File: config.mk
export PLATFORM = sky130hd
export DESIGN_NAME = r200_pipe_ctrl
export DESIGN_NICKNAME = d
export VERILOG_FILES = /design/src/rtl/r200_pkg.sv /design/src/rtl/r200_fwd_sel.sv /design/src/rtl/r200_pipe_ctrl.sv
export SDC_FILE = /design/constraint.sdc
export NUM_CORES = 1
export LEC_CHECK = 0
export ABC_AREA = 1
export BUFFER_PORTS_ARGS = -buffer_cell sky130_fd_sc_hd__clkbuf_2
export CAP_MARGIN = 20
export CORE_UTILIZATION = 43
export DETAILED_ROUTE_END_ITERATION = 7
export PLACE_DENSITY = 0.72
export SETUP_SLACK_MARGIN = 0.2
export SLEW_MARGIN = 20
export SYNTH_ARGS = -nofsm -noshare
export SYNTH_HDL_FRONTEND = slang
export SYNTH_SLANG_ARGS = --single-unit
File: constraint.sdc
create_clock -name clk -period 4.7 [get_ports clk]
set_input_delay 0.94 -clock clk [delete_from_list [all_inputs] [get_ports clk]]
set_output_delay 0.94 -clock clk [all_outputs]
set_load 0.01 [all_outputs]
File: src/rtl/r200_pkg.sv
// Shared definitions for the r200 pipeline control slice: stage indices,
// forward-select encoding and the per-stage destination tag.
package r200_pkg;

   localparam int STG_IF = 0;
   localparam int STG_ID = 1;
   localparam int STG_EX = 2;

   localparam int FWD_RF = 0;

   // Tag rd field is sized for the widest supported register address; AW must not exceed it.
   localparam int TAG_AW = 8;

   typedef struct packed {
      logic              valid;
      logic [TAG_AW-1:0] rd;
      logic              regwr;
      logic              isload;
   } stage_tag_t;

   localparam stage_tag_t TAG_EMPTY = '{valid: 1'b0, rd: {TAG_AW{1'b0}}, regwr: 1'b0, isload: 1'b0};

   function automatic logic tag_match(input stage_tag_t t,
                                      input logic [TAG_AW-1:0] src,
                                      input logic use_src);
      return t.valid & t.regwr & (t.rd == src) & (src != {TAG_AW{1'b0}}) & use_src;
   endfunction

endpackage

File: src/rtl/r200_fwd_sel.sv
// Youngest-match forwarding picker: scans in-flight stage tags for the
// lowest stage writing the requested source register.
module r200_fwd_sel
   import r200_pkg::*;
#(
   parameter int NSTAGE = 5,
   parameter int FW     = 3
) (
   input  stage_tag_t [NSTAGE-3:0] tags,
   input  logic [TAG_AW-1:0]       src,
   input  logic                    use_src,
   output logic [FW-1:0]           sel,
   output logic                    hit,
   output logic                    hit_load
);

   logic [NSTAGE-3:0] match_s;

   // Oldest stage first so the youngest match is the last one to overwrite the result.
   always_comb begin
      sel      = FW'(FWD_RF);
      hit      = 1'b0;
      hit_load = 1'b0;
      match_s  = {(NSTAGE-2){1'b0}};
      for (int i = NSTAGE - 3; i >= 0; i--) begin
         match_s[i] = tag_match(tags[i], src, use_src);
         sel        = match_s[i] ? FW'(i + STG_EX) : sel;
         hit_load   = match_s[i] ? tags[i].isload : hit_load;
         hit        = hit | match_s[i];
      end
   end

endmodule

File: src/rtl/r200_pipe_ctrl.sv
// r200 pipeline control: stage tag tracking, operand forwarding, load-use
// bubbles, redirect flush and external freeze. Optional perf counters: R200_PERF_CNT_EN.
module r200_pipe_ctrl
   import r200_pkg::*;
#(
   parameter int NSTAGE       = 5,
   parameter int AW           = 5,
   parameter int FW           = 3,
   parameter int LD_FWD_STAGE = 4
) (
   input  logic              clk,
   input  logic              rst,
   input  logic              id_valid,
   input  logic [AW-1:0]     id_rs1,
   input  logic [AW-1:0]     id_rs2,
   input  logic              id_use_rs1,
   input  logic              id_use_rs2,
   input  logic [AW-1:0]     id_rd,
   input  logic              id_regwr,
   input  logic              id_isload,
   input  logic              ex_redirect,
   input  logic              ext_stall,
   output logic              if_id_hold,
   output logic              ex_bubble,
   output logic              if_id_flush,
   output logic [FW-1:0]     rs1_fwd,
   output logic [FW-1:0]     rs2_fwd,
   output logic [NSTAGE-3:0] stg_valid,
   output logic              wb_wr_en
`ifdef R200_PERF_CNT_EN
   ,
   output logic [31:0]       stall_cyc,
   output logic [31:0]       frz_cyc,
   output logic [31:0]       flush_cnt
`endif
);

   localparam int NT = NSTAGE - 2;

   stage_tag_t [NT-1:0] tags_q;
   stage_tag_t [NT-1:0] tags_d;
   stage_tag_t          id_tag_s;

   logic [TAG_AW-1:0] rs1_ext_s;
   logic [TAG_AW-1:0] rs2_ext_s;
   logic [FW-1:0]     rs1_sel_s;
   logic [FW-1:0]     rs2_sel_s;
   logic              rs1_hit_s;
   logic              rs2_hit_s;
   logic              rs1_ld_s;
   logic              rs2_ld_s;
   logic              rs1_lu_s;
   logic              rs2_lu_s;
   logic              lu_stall_s;
   logic              hold_s;
   logic              bubble_s;
   logic              flush_s;

   assign rs1_ext_s = TAG_AW'(id_rs1);
   assign rs2_ext_s = TAG_AW'(id_rs2);

   assign id_tag_s = '{valid: id_valid, rd: TAG_AW'(id_rd), regwr: id_regwr, isload: id_isload};

   r200_fwd_sel #(.NSTAGE(NSTAGE), .FW(FW)) u_fwd_rs1 (
      .tags     (tags_q),
      .src      (rs1_ext_s),
      .use_src  (id_use_rs1),
      .sel      (rs1_sel_s),
      .hit      (rs1_hit_s),
      .hit_load (rs1_ld_s)
   );

   r200_fwd_sel #(.NSTAGE(NSTAGE), .FW(FW)) u_fwd_rs2 (
      .tags     (tags_q),
      .src      (rs2_ext_s),
      .use_src  (id_use_rs2),
      .sel      (rs2_sel_s),
      .hit      (rs2_hit_s),
      .hit_load (rs2_ld_s)
   );

   // A load is only forwardable once it reaches LD_FWD_STAGE; earlier matches stall ID.
   assign rs1_lu_s   = id_valid & rs1_hit_s & rs1_ld_s & (int'(rs1_sel_s) < LD_FWD_STAGE);
   assign rs2_lu_s   = id_valid & rs2_hit_s & rs2_ld_s & (int'(rs2_sel_s) < LD_FWD_STAGE);
   assign lu_stall_s = rs1_lu_s | rs2_lu_s;

   // Next-state tags and pipeline steering, in priority freeze > redirect > load-use > advance.
   always_comb begin
      tags_d   = tags_q;
      hold_s   = 1'b0;
      bubble_s = 1'b0;
      flush_s  = 1'b0;
      if (ext_stall) begin
         hold_s = 1'b1;
      end else begin
         for (int s = 1; s < NT; s++) begin
            tags_d[s] = tags_q[s-1];
         end
         if (ex_redirect) begin
            flush_s   = 1'b1;
            bubble_s  = 1'b1;
            tags_d[0] = TAG_EMPTY;
         end else if (lu_stall_s) begin
            hold_s    = 1'b1;
            bubble_s  = 1'b1;
            tags_d[0] = TAG_EMPTY;
         end else begin
            tags_d[0] = id_tag_s;
         end
      end
   end

   // Stage tag registers.
   always_ff @(posedge clk or posedge rst) begin
      if (rst) begin
         tags_q <= {NT{TAG_EMPTY}};
      end else begin
         tags_q <= tags_d;
      end
   end

   // Per-stage valid view for the datapath.
   always_comb begin
      stg_valid = {NT{1'b0}};
      for (int s = 0; s < NT; s++) begin
         stg_valid[s] = tags_q[s].valid;
      end
   end

   assign if_id_hold  = hold_s & ~rst;
   assign ex_bubble   = bubble_s & ~rst;
   assign if_id_flush = flush_s & ~rst;
   assign rs1_fwd     = rs1_lu_s ? FW'(FWD_RF) : rs1_sel_s;
   assign rs2_fwd     = rs2_lu_s ? FW'(FWD_RF) : rs2_sel_s;
   assign wb_wr_en    = tags_q[NT-1].valid & tags_q[NT-1].regwr &
                        (tags_q[NT-1].rd != {TAG_AW{1'b0}});

`ifdef R200_PERF_CNT_EN
   logic [31:0] stall_cyc_q;
   logic [31:0] stall_cyc_d;
   logic [31:0] frz_cyc_q;
   logic [31:0] frz_cyc_d;
   logic [31:0] flush_cnt_q;
   logic [31:0] flush_cnt_d;

   // Counters bump only on cycles where the event actually steers the pipe.
   always_comb begin
      stall_cyc_d = stall_cyc_q + {31'd0, lu_stall_s & ~ext_stall & ~ex_redirect};
      frz_cyc_d   = frz_cyc_q + {31'd0, ext_stall};
      flush_cnt_d = flush_cnt_q + {31'd0, ex_redirect & ~ext_stall};
   end

   // Performance counter registers.
   always_ff @(posedge clk or posedge rst) begin
      if (rst) begin
         stall_cyc_q <= 32'd0;
         frz_cyc_q   <= 32'd0;
         flush_cnt_q <= 32'd0;
      end else begin
         stall_cyc_q <= stall_cyc_d;
         frz_cyc_q   <= frz_cyc_d;
         flush_cnt_q <= flush_cnt_d;
      end
   end

   assign stall_cyc = stall_cyc_q;
   assign frz_cyc   = frz_cyc_q;
   assign flush_cnt = flush_cnt_q;
`endif

endmodule

==> impl_metrics.json, run 1 <==
{
  "holdCritStartpoint": "tags_q[23]",
  "ir_drop_mv": 0.159,
  "hold_viol": 0,
  "worst_slew_pin_slew_ns": 0.399,
  "setup_viol": 0,
  "n_antenna_cell": 0,
  "synth_seq_cells": 24,
  "crit_fanout": 9,
  "hold_path_depth": 2,
  "routed-via-count": 1647,
  "p_per_area_mw_per_mm2": 272,
  "status": "finished clean",
  "worstReg2RegEnd": "tags_q[4]",
  "placedCellCount": 334,
  "hold_ws_ns": 0.489,
  "routed_via_density": 4.87,
  "synth_area_mm2": 0.00172,
  "hold_end": "tags_q[23]",
  "post_drt_wl_per_cell_um": 12.1,
  "r2r_start": "tags_q[2]",
  "max-slew-margin-rel": 0.734,
  "hpwl_um": 3140,
  "fp-row-count": 22,
  "fmax_mhz": 302,
  "drt_iter0_drc": 97,
  "fin_crit_ns": 3.31,
  "insertion_delay_ns": 0.27,
  "cts_num_sinks": 24,
  "die_w_um": 65.3,
  "final.setup.tns_ns": 0,
  "cp-end-kind": "output pin",
  "r2r_slack_ns": 3.08,
  "cts_root_buffer": "clkbuf_8",
  "start_kind": "input port",
  "fin_cells": 338,
  "syn_inst": 256,
  "nets": 315,
  "port-buffer-count": 36,
  "synthArstFlopShare": 1.00,
  "cp.required_ns": 3.76,
  "hp-class": "flop to flop",
  "syn_to_final_growth_pct": 16.5,
  "grt_max_degree": 38,
  "initial_core_util": 0.460,
  "mostFrequentLayoutCells": "nand2_1, clkbuf_2, inv_1",
  "overflow": 0,
  "die_area_mm2": 0.00426,
  "core_area_mm2": 0.00374,
  "ys_seq_area_frac": 0.349,
  "die_y_um": 65.3,
  "track_usage": 0.214,
  "synth_area_leaders": "dfrtp_1, nand2_1, inv_1, o21ai_2, o21ai_0",
  "cts_resized": 0,
  "cts_tree": "built",
  "cts_hold_buf": 0,
  "place.gp.congestion": 0.887,
  "synth_ff_type": "dfrtp_1",
  "skew_ns": 0.0103,
  "numCtsBuffers": 3,
  "drv_slew": 0,
  "clk_path_buf_depth": 2,
  "cellLeakagePower_uw": 0.00106,
  "post-cts-setup-buffers": 0,
  "drv_cap": 0,
  "antenna_found_initial": 0,
  "mostFrequentLayoutCell": "nand2_1",
  "synth_top_area_share": 0.349,
  "grt_pass1_vias": 1614,
  "critPathKind": "input port to output pin",
  "drive_gt1_frac": 0.248,
  "arrival_ns": 2.37,
  "ys_warn_count": 0,
  "ios": 37,
  "synth_area_per_cell_um2": 6.73,
  "dr.pass1.iters": 4,
  "reg2regPathDepth": 10,
  "grt_pass1_wl_um": 7010,
  "min_period_over_period": 0.705,
  "wirelength_um": 4070,
  "ant_nets": 0,
  "rsz0062_at_grt": "false",
  "synth_largest_area_cell": "dfrtp_1",
  "clk_pin_slew_worst_paths_ns": 0.08,
  "synthDistinctLibCells": 29,
  "drc": 0,
  "htree_levels": 1,
  "synth_fp_nets": 280,
  "synth-edff-count": 0
}
## worst max-delay path by stage
stage	start	endpoint	slack [ns]	depth (start not counted)
after global placement	id_rs2[0]	ex_bubble	1.45	11
after CTS	id_rs2[2]	ex_bubble	1.42	11
after detailed placement	id_rs2[2]	ex_bubble	1.42	11
after global routing	id_rs2[2]	ex_bubble	1.24	11
final	id_rs2[2]	ex_bubble	1.39	11
after floorplan	id_rs2[2]	if_id_hold	1.78	9
## final cells by class
type / count / area (µm²)
inverter: 40 / 150
clock buffer: 3 / 41.3
tap: 48 / 60.1
sequential: 24 / 601
fill: 391 / 1740
timing repair buffer: 38 / 195
multi-input combinational: 184 / 930
clock inverter: 1 / 30.0
## metal layers
layer,GRT usage,part of all wire
met5,0,0
met4,0.0380,0.0056
met3,0.0538,0.055
met2,0.374,0.48
met1,0.267,0.46
## critical path, stage by stage
cell	delay [ns]
clkbuf_2	0.13
nor2_1	0.14
nand3_1	0.13
nand3_1	0.15
nor2_2	0.07
a21oi_1	0.23
nand3_2	0.16
nand3_4	0.17
nand3_2	0.07
inv_1	0.06
clkbuf_2	0.12
## logic make-up after synthesis
kind of cell / count (synthesis) / share of synthesized area
AND/OR/NAND/NOR: 139 / 0.355
buffers and inverters: 48 / 0.112
AO/OA/AOI/OAI: 37 / 0.144
flip-flops: 24 / 0.349
XOR/XNOR: 8 / 0.0407
## synth_stat cells (2+ instances only)
master / number
nor4_1: 2
nand4_1: 5
nand3_2: 4
inv_1: 32
a21oi_1: 5
o21ai_2: 10
buf_4: 3
xnor2_1: 6
xor2_1: 2
nor2_2: 3
nand2_2: 2
clkbuf_1: 4
nor3_1: 3
nand3_1: 7
nand2_1: 95
dfrtp_1: 24
inv_2: 8
o21ai_0: 15
a21boi_0: 2
nor2_1: 15
## registers in the layout (all words and copies together) (netlist names)
name	cells
tags_q	21
stg_valid	3
## report_power, final
part	total (µW)	switching, µW	internal [µW]	leakage (µW)
Sequential	248	22.5	226	0.000315
Clock	185	71.3	114	0.0000357
Combinational	112	69.2	43.2	0.000705
## metrics by stage
step | cell area (µm²) | power (µW) | worst slack (ns) | utilization
4_1_cts | 2010 | 549 | 1.42 | 0.536
5_1_grt | 2010 | 576 | 1.24 | 0.536
3_3_place_gp | 1940 | 363 | 1.45 | 0.517
3_5_place_dp | 1940 | 364 | 1.42 | 0.517
6_report | 2010 | 546 | 1.39 | 0.536
2_1_floorplan | 1720 | 327 | 1.78 | -
Note: power is estimated with default switching activity, not from simulation.
==> inputs of run 2 (changes only) <==
clock period = 3.3 ns   (was 4.7 ns; I/O delays follow)
==> impl_metrics.json, run 2 (synthesis results as in run 1) <==
{
  "status": "finished clean",
  "netSwitchingFraction": 0.326,
  "min_period_over_period": 0.834,
  "worstReg2RegEnd": "stg_valid[0]",
  "r2r_start": "tags_q[16]",
  "top_register": "tags_q",
  "n_antenna_cell": 0,
  "routed_via_density": 4.88,
  "p_seq_frac": 0.512,
  "critPathKind": "input port to output pin",
  "cp-end-kind": "output pin",
  "cts_tree": "built",
  "largest_reg_flops": 21,
  "ant_nets": 0,
  "nFillCells": 405,
  "ios": 37,
  "mostFrequentLayoutCell": "nand2_1",
  "port-buffer-count": 36,
  "arrival_ns": 2.09,
  "clk_path_buf_depth": 2,
  "grtUsageMet2": 0.384,
  "drc": 0,
  "nets": 315,
  "seq_area_um2": 601,
  "numCtsBuffers": 3,
  "clockPowerShare": 0.255,
  "fp-row-count": 22,
  "crit_fanout": 9,
  "p_int_uw": 465,
  "die_w_um": 65.3,
  "cellLeakagePower_uw": 0.00104,
  "worst_slack_ns": 0.547,
  "cts_hold_buf": 0,
  "p_sw_uw": 225,
  "dr.pass1.iters": 4,
  "drv_slew": 0,
  "insertion_delay_ns": 0.27,
  "final.setup.tns_ns": 0,
  "initial_core_util": 0.460,
  "dpl-instance-area_mm2": 0.00194,
  "die_area_mm2": 0.00426,
  "drive_gt1_frac": 0.246,
  "cts_root_buffer": "clkbuf_8",
  "routed-via-count": 1643,
  "met3_usage": 0.0330,
  "fin_crit_ns": 2.75,
  "max-slew-margin-rel": 0.724,
  "wirelength_um": 4090,
  "multi_input_area_um2": 930,
  "placedCellCount": 334,
  "hold_ws_ns": 0.438,
  "busiest_layer": "met2",
  "cts_num_sinks": 24,
  "preCtsSetupSlack_ns": 0.555,
  "hpwl_um": 3240,
  "mostFrequentLayoutCells": "nand2_1, clkbuf_2, inv_1",
  "worst_slew_pin_slew_ns": 0.413,
  "drt_iter0_drc": 53,
  "hold_viol": 0,
  "overflow": 0,
  "critPathLaunch": "id_rs2[2]",
  "skew_ns": 0.00228,
  "syn_to_final_growth_pct": 14.7,
  "p_per_area_mw_per_mm2": 349,
  "post_drt_wl_per_cell_um": 12.1,
  "hp-class": "input port to async pin",
  "cts_resized": 0,
  "grt_max_degree": 38,
  "r2r_slack_ns": 1.68,
  "rsz0062_at_grt": "false",
  "fmax_mhz": 363,
  "setup_viol": 0,
  "postLayoutCellArea_mm2": 0.00198,
  "grt_pass1_vias": 1622,
  "antenna_found_initial": 0,
  "ir_drop_mv": 0.252,
  "place.gp.congestion": 0.891,
  "cp.required_ns": 2.64,
  "comb_power_share": 0.233,
  "grt_pass1_wl_um": 7180,
  "clk_pin_slew_worst_paths_ns": 0.08,
  "start_kind": "input port",
  "post-cts-setup-buffers": 0,
  "globalRouteMet1Util": 0.277,
  "htree_levels": 1,
  "core_area_mm2": 0.00374,
  "track_usage": 0.221,
  "drv_cap": 0,
  "die_y_um": 65.3,
  "fin_cells": 337,
  "reg2regPathDepth": 10
}
## run 2: cell types whose count changed in the layout (fill, tap and decap cells not counted)
cell       change
bufinv_16      -1
## run 2: worst max-delay path by stage
stage | end | slack, ns | cells after the start
2_1_floorplan | if_id_hold | 0.94 | 9
3_5_place_dp | ex_bubble | 0.55 | 11
5_1_grt | ex_bubble | 0.37 | 11
3_3_place_gp | ex_bubble | 0.60 | 11
6_report | ex_bubble | 0.55 | 11
4_1_cts | ex_bubble | 0.55 | 11
## run 2: final cells by class
type                       count  area share
clock buffer                   3      0.0209
timing repair buffer          38      0.0987
tap                           48      0.0304
inverter                      40      0.0759
multi-input combinational    184       0.470
sequential                    24       0.304
## run 2: power groups by stage
stage	combinational, µW	clock [µW]	sequential, µW
floorplan	117	0	349
global placement	158	0	358
detailed placement	161	0	359
CTS	162	182	353
global route	187	192	358
finish	161	176	353
## run 2: per-layer routing
metal	wire, µm	vias to the layer above	share of wire
li1	-	866	-
met1	1920	733	0.47
met2	1920	37	0.47
met3	171	7	0.042
met4	70	0	0.017
met5	0	-	0
## run 2: stage by stage
stage               power (µW)  utilization
finish                     690        0.528
global route               736        0.528
CTS                        697        0.528
detailed placement         520        0.517
global placement           517        0.517
floorplan                  466            -
## run 2: critical path, cell delays in order
cell and delay (ns):
clkbuf_2 0.12, nor2_1 0.14, nand3_1 0.14, nand3_1 0.15
nor2_2 0.07, a21oi_1 0.23, nand3_2 0.16, nand3_4 0.17
nand3_2 0.08, inv_1 0.07, clkbuf_2 0.12
==> inputs of run 3 (changes only) <==
PLACE_DENSITY = 0.75   (was 0.72)
clock period = 2.3 ns   (was 3.3 ns; I/O delays follow)
==> impl_metrics.json, run 3 (synthesis results as in run 1) <==
{
  "critPathKind": "flop to output pin",
  "place.gp.congestion": 0.895,
  "cellLeakagePower_uw": 0.00114,
  "routed_via_density": 4.99,
  "r2r_slack_ns": 0.45,
  "hpwl_um": 3140,
  "cp-end-kind": "output pin",
  "core_area_mm2": 0.00374,
  "fin_crit_ns": 2.38,
  "post_drt_wl_per_cell_um": 12.2,
  "largest_reg_flops": 21,
  "violations": "negative setup slack",
  "cts_num_sinks": 24,
  "antenna_found_initial": 0,
  "nFillCells": 364,
  "dr.pass1.iters": 4,
  "fmax_mhz": 420,
  "die_y_um": 65.3,
  "dpl-instance-area_mm2": 0.00195,
  "drv_slew": 0,
  "drt_iter0_drc": 118,
  "hp-class": "input port to async pin",
  "endpoint": "if_id_hold",
  "worstReg2RegEnd": "tags_q[2]",
  "clk_path_buf_depth": 2,
  "mostFrequentLayoutCells": "nand2_1, clkbuf_2, inv_1",
  "crit_slowest_cell": "dfrtp_1",
  "ant_nets": 0,
  "nets": 330,
  "wirelength_um": 4320,
  "finish.utilization": 0.590,
  "drive_gt1_frac": 0.361,
  "cp_slowest_stage_delay_ns": 0.41,
  "critPathLaunch": "tags_q[13]",
  "n_antenna_cell": 0,
  "numCtsBuffers": 3,
  "preCtsSetupSlack_ns": 0.0230,
  "min_period_over_period": 1.03,
  "routed-via-count": 1762,
  "grt_pass1_vias": 1534,
  "insertion_delay_ns": 0.27,
  "grt_max_degree": 35,
  "fp-row-count": 22,
  "arrival_ns": 1.92,
  "die_w_um": 65.3,
  "ir_drop_mv": 0.329,
  "worst_slack_ns": -0.0801,
  "critical_path.most_common_cell": "nand2_2",
  "clk_pin_slew_worst_paths_ns": 0.09,
  "syn_to_final_growth_pct": 28.2,
  "port-buffer-count": 36,
  "cts_root_buffer": "clkbuf_8",
  "cts_tree": "built",
  "setup_viol": 3,
  "start_kind": "flop",
  "hold_ws_ns": 0.286,
  "track_usage": 0.211,
  "cp_cell_sequence": "inv_2, nand2_2, nand4_1, or2_1, o21ai_2, nand3_2, nand2_2, nand2_2, a21oi_2, buf_2",
  "r2r_start": "tags_q[13]",
  "seq_area_um2": 602,
  "postLayoutCellArea_mm2": 0.00221,
  "crit_fanout": 4,
  "rsz0062_at_grt": "true",
  "overflow": 0,
  "multi_input_area_mm2": 0.00102,
  "worst_slew_pin_slew_ns": 0.303,
  "cp.required_ns": 1.84,
  "p_per_area_mw_per_mm2": 525,
  "drc": 0,
  "skew_ns": 0.00174,
  "htree_levels": 1,
  "drv_cap": 0,
  "top_register": "tags_q",
  "max-slew-margin-rel": 0.795,
  "ios": 37,
  "grt_pass1_wl_um": 6830,
  "initial_core_util": 0.460,
  "cts_hold_buf": 0,
  "status": "finished, violations left",
  "hold_viol": 0,
  "die_area_mm2": 0.00426,
  "mostFrequentLayoutCell": "nand2_1",
  "reg2regPathDepth": 10
}
==> run 3: changes by cell type in the layout (fill, tap and decap cells not counted), sizes merged <==
cell / previous run / this run
buf: 2 / 22
bufinv: 0 / 1
clkbuf: 39 / 34
==> run 3: worst min-delay path by stage <==
stage / to / slack [ns]
CTS: tags_q[0] / 0.29
global placement: tags_q[23] / 0.46
floorplan: tags_q[23] / 0.45
global route: tags_q[3] / 0.31
detailed placement: tags_q[23] / 0.47
finish: tags_q[22] / 0.29
==> run 3: per-layer routing <==
layer / part of all wire / GRT usage / up-vias
met1: 0.45 / 0.276 / 803
met3: 0.053 / 0.0382 / 11
li1: - / - / 894
met2: 0.47 / 0.363 / 54
met4: 0.025 / 0.0408 / 0
met5: 0 / 0 / -
==> run 3: through the flow <==
stage | TNS, ns | power, µW | instances
5_1_grt | -0.768 | 1220 | 353
3_5_place_dp | 0 | 746 | 336
3_3_place_gp | 0 | 742 | 336
4_1_cts | -0.0548 | 1140 | 346
6_report | -0.192 | 1160 | 353
2_1_floorplan | 0 | 669 | 256
==> run 3: area by class of cell <==
| cell class | instances | area share |
|---|---|---|
| Clock buffer | 3 | 0.0187 |
| Clock inverter | 1 | 0.0136 |
| Inverter | 40 | 0.0680 |
| Multi-Input combinational cell | 184 | 0.461 |
| Sequential cell | 24 | 0.273 |
| Tap cell | 48 | 0.0272 |
| Timing Repair Buffer | 53 | 0.139 |
==> run 3: what timing repair did <==
| item | in CTS | in global routing |
|---|---|---|
| hold endpoints to repair | 0 | 0 |
| resized for setup | 12 | 22 |
| pin swaps | 6 | 15 |
| cloned | 0 | 0 |
| setup endpoints to repair | 6 | 8 |
| buffers inserted | 6 | 7 |
==> run 3: report_power, final <==
group	total [µW]	switching, µW	internal, µW
sequential	507	45.3	462
combinational	274	160	113
clock	379	146	233
==> run 3: critical path: cells and delay by family, from the launching register on <==
kind / cells / cell delay, ns
buffers and inverters: 2 / 0.20
flip-flops: 1 / 0.41
AND/OR/NAND/NOR: 6 / 0.75
AO/OA/AOI/OAI: 2 / 0.29
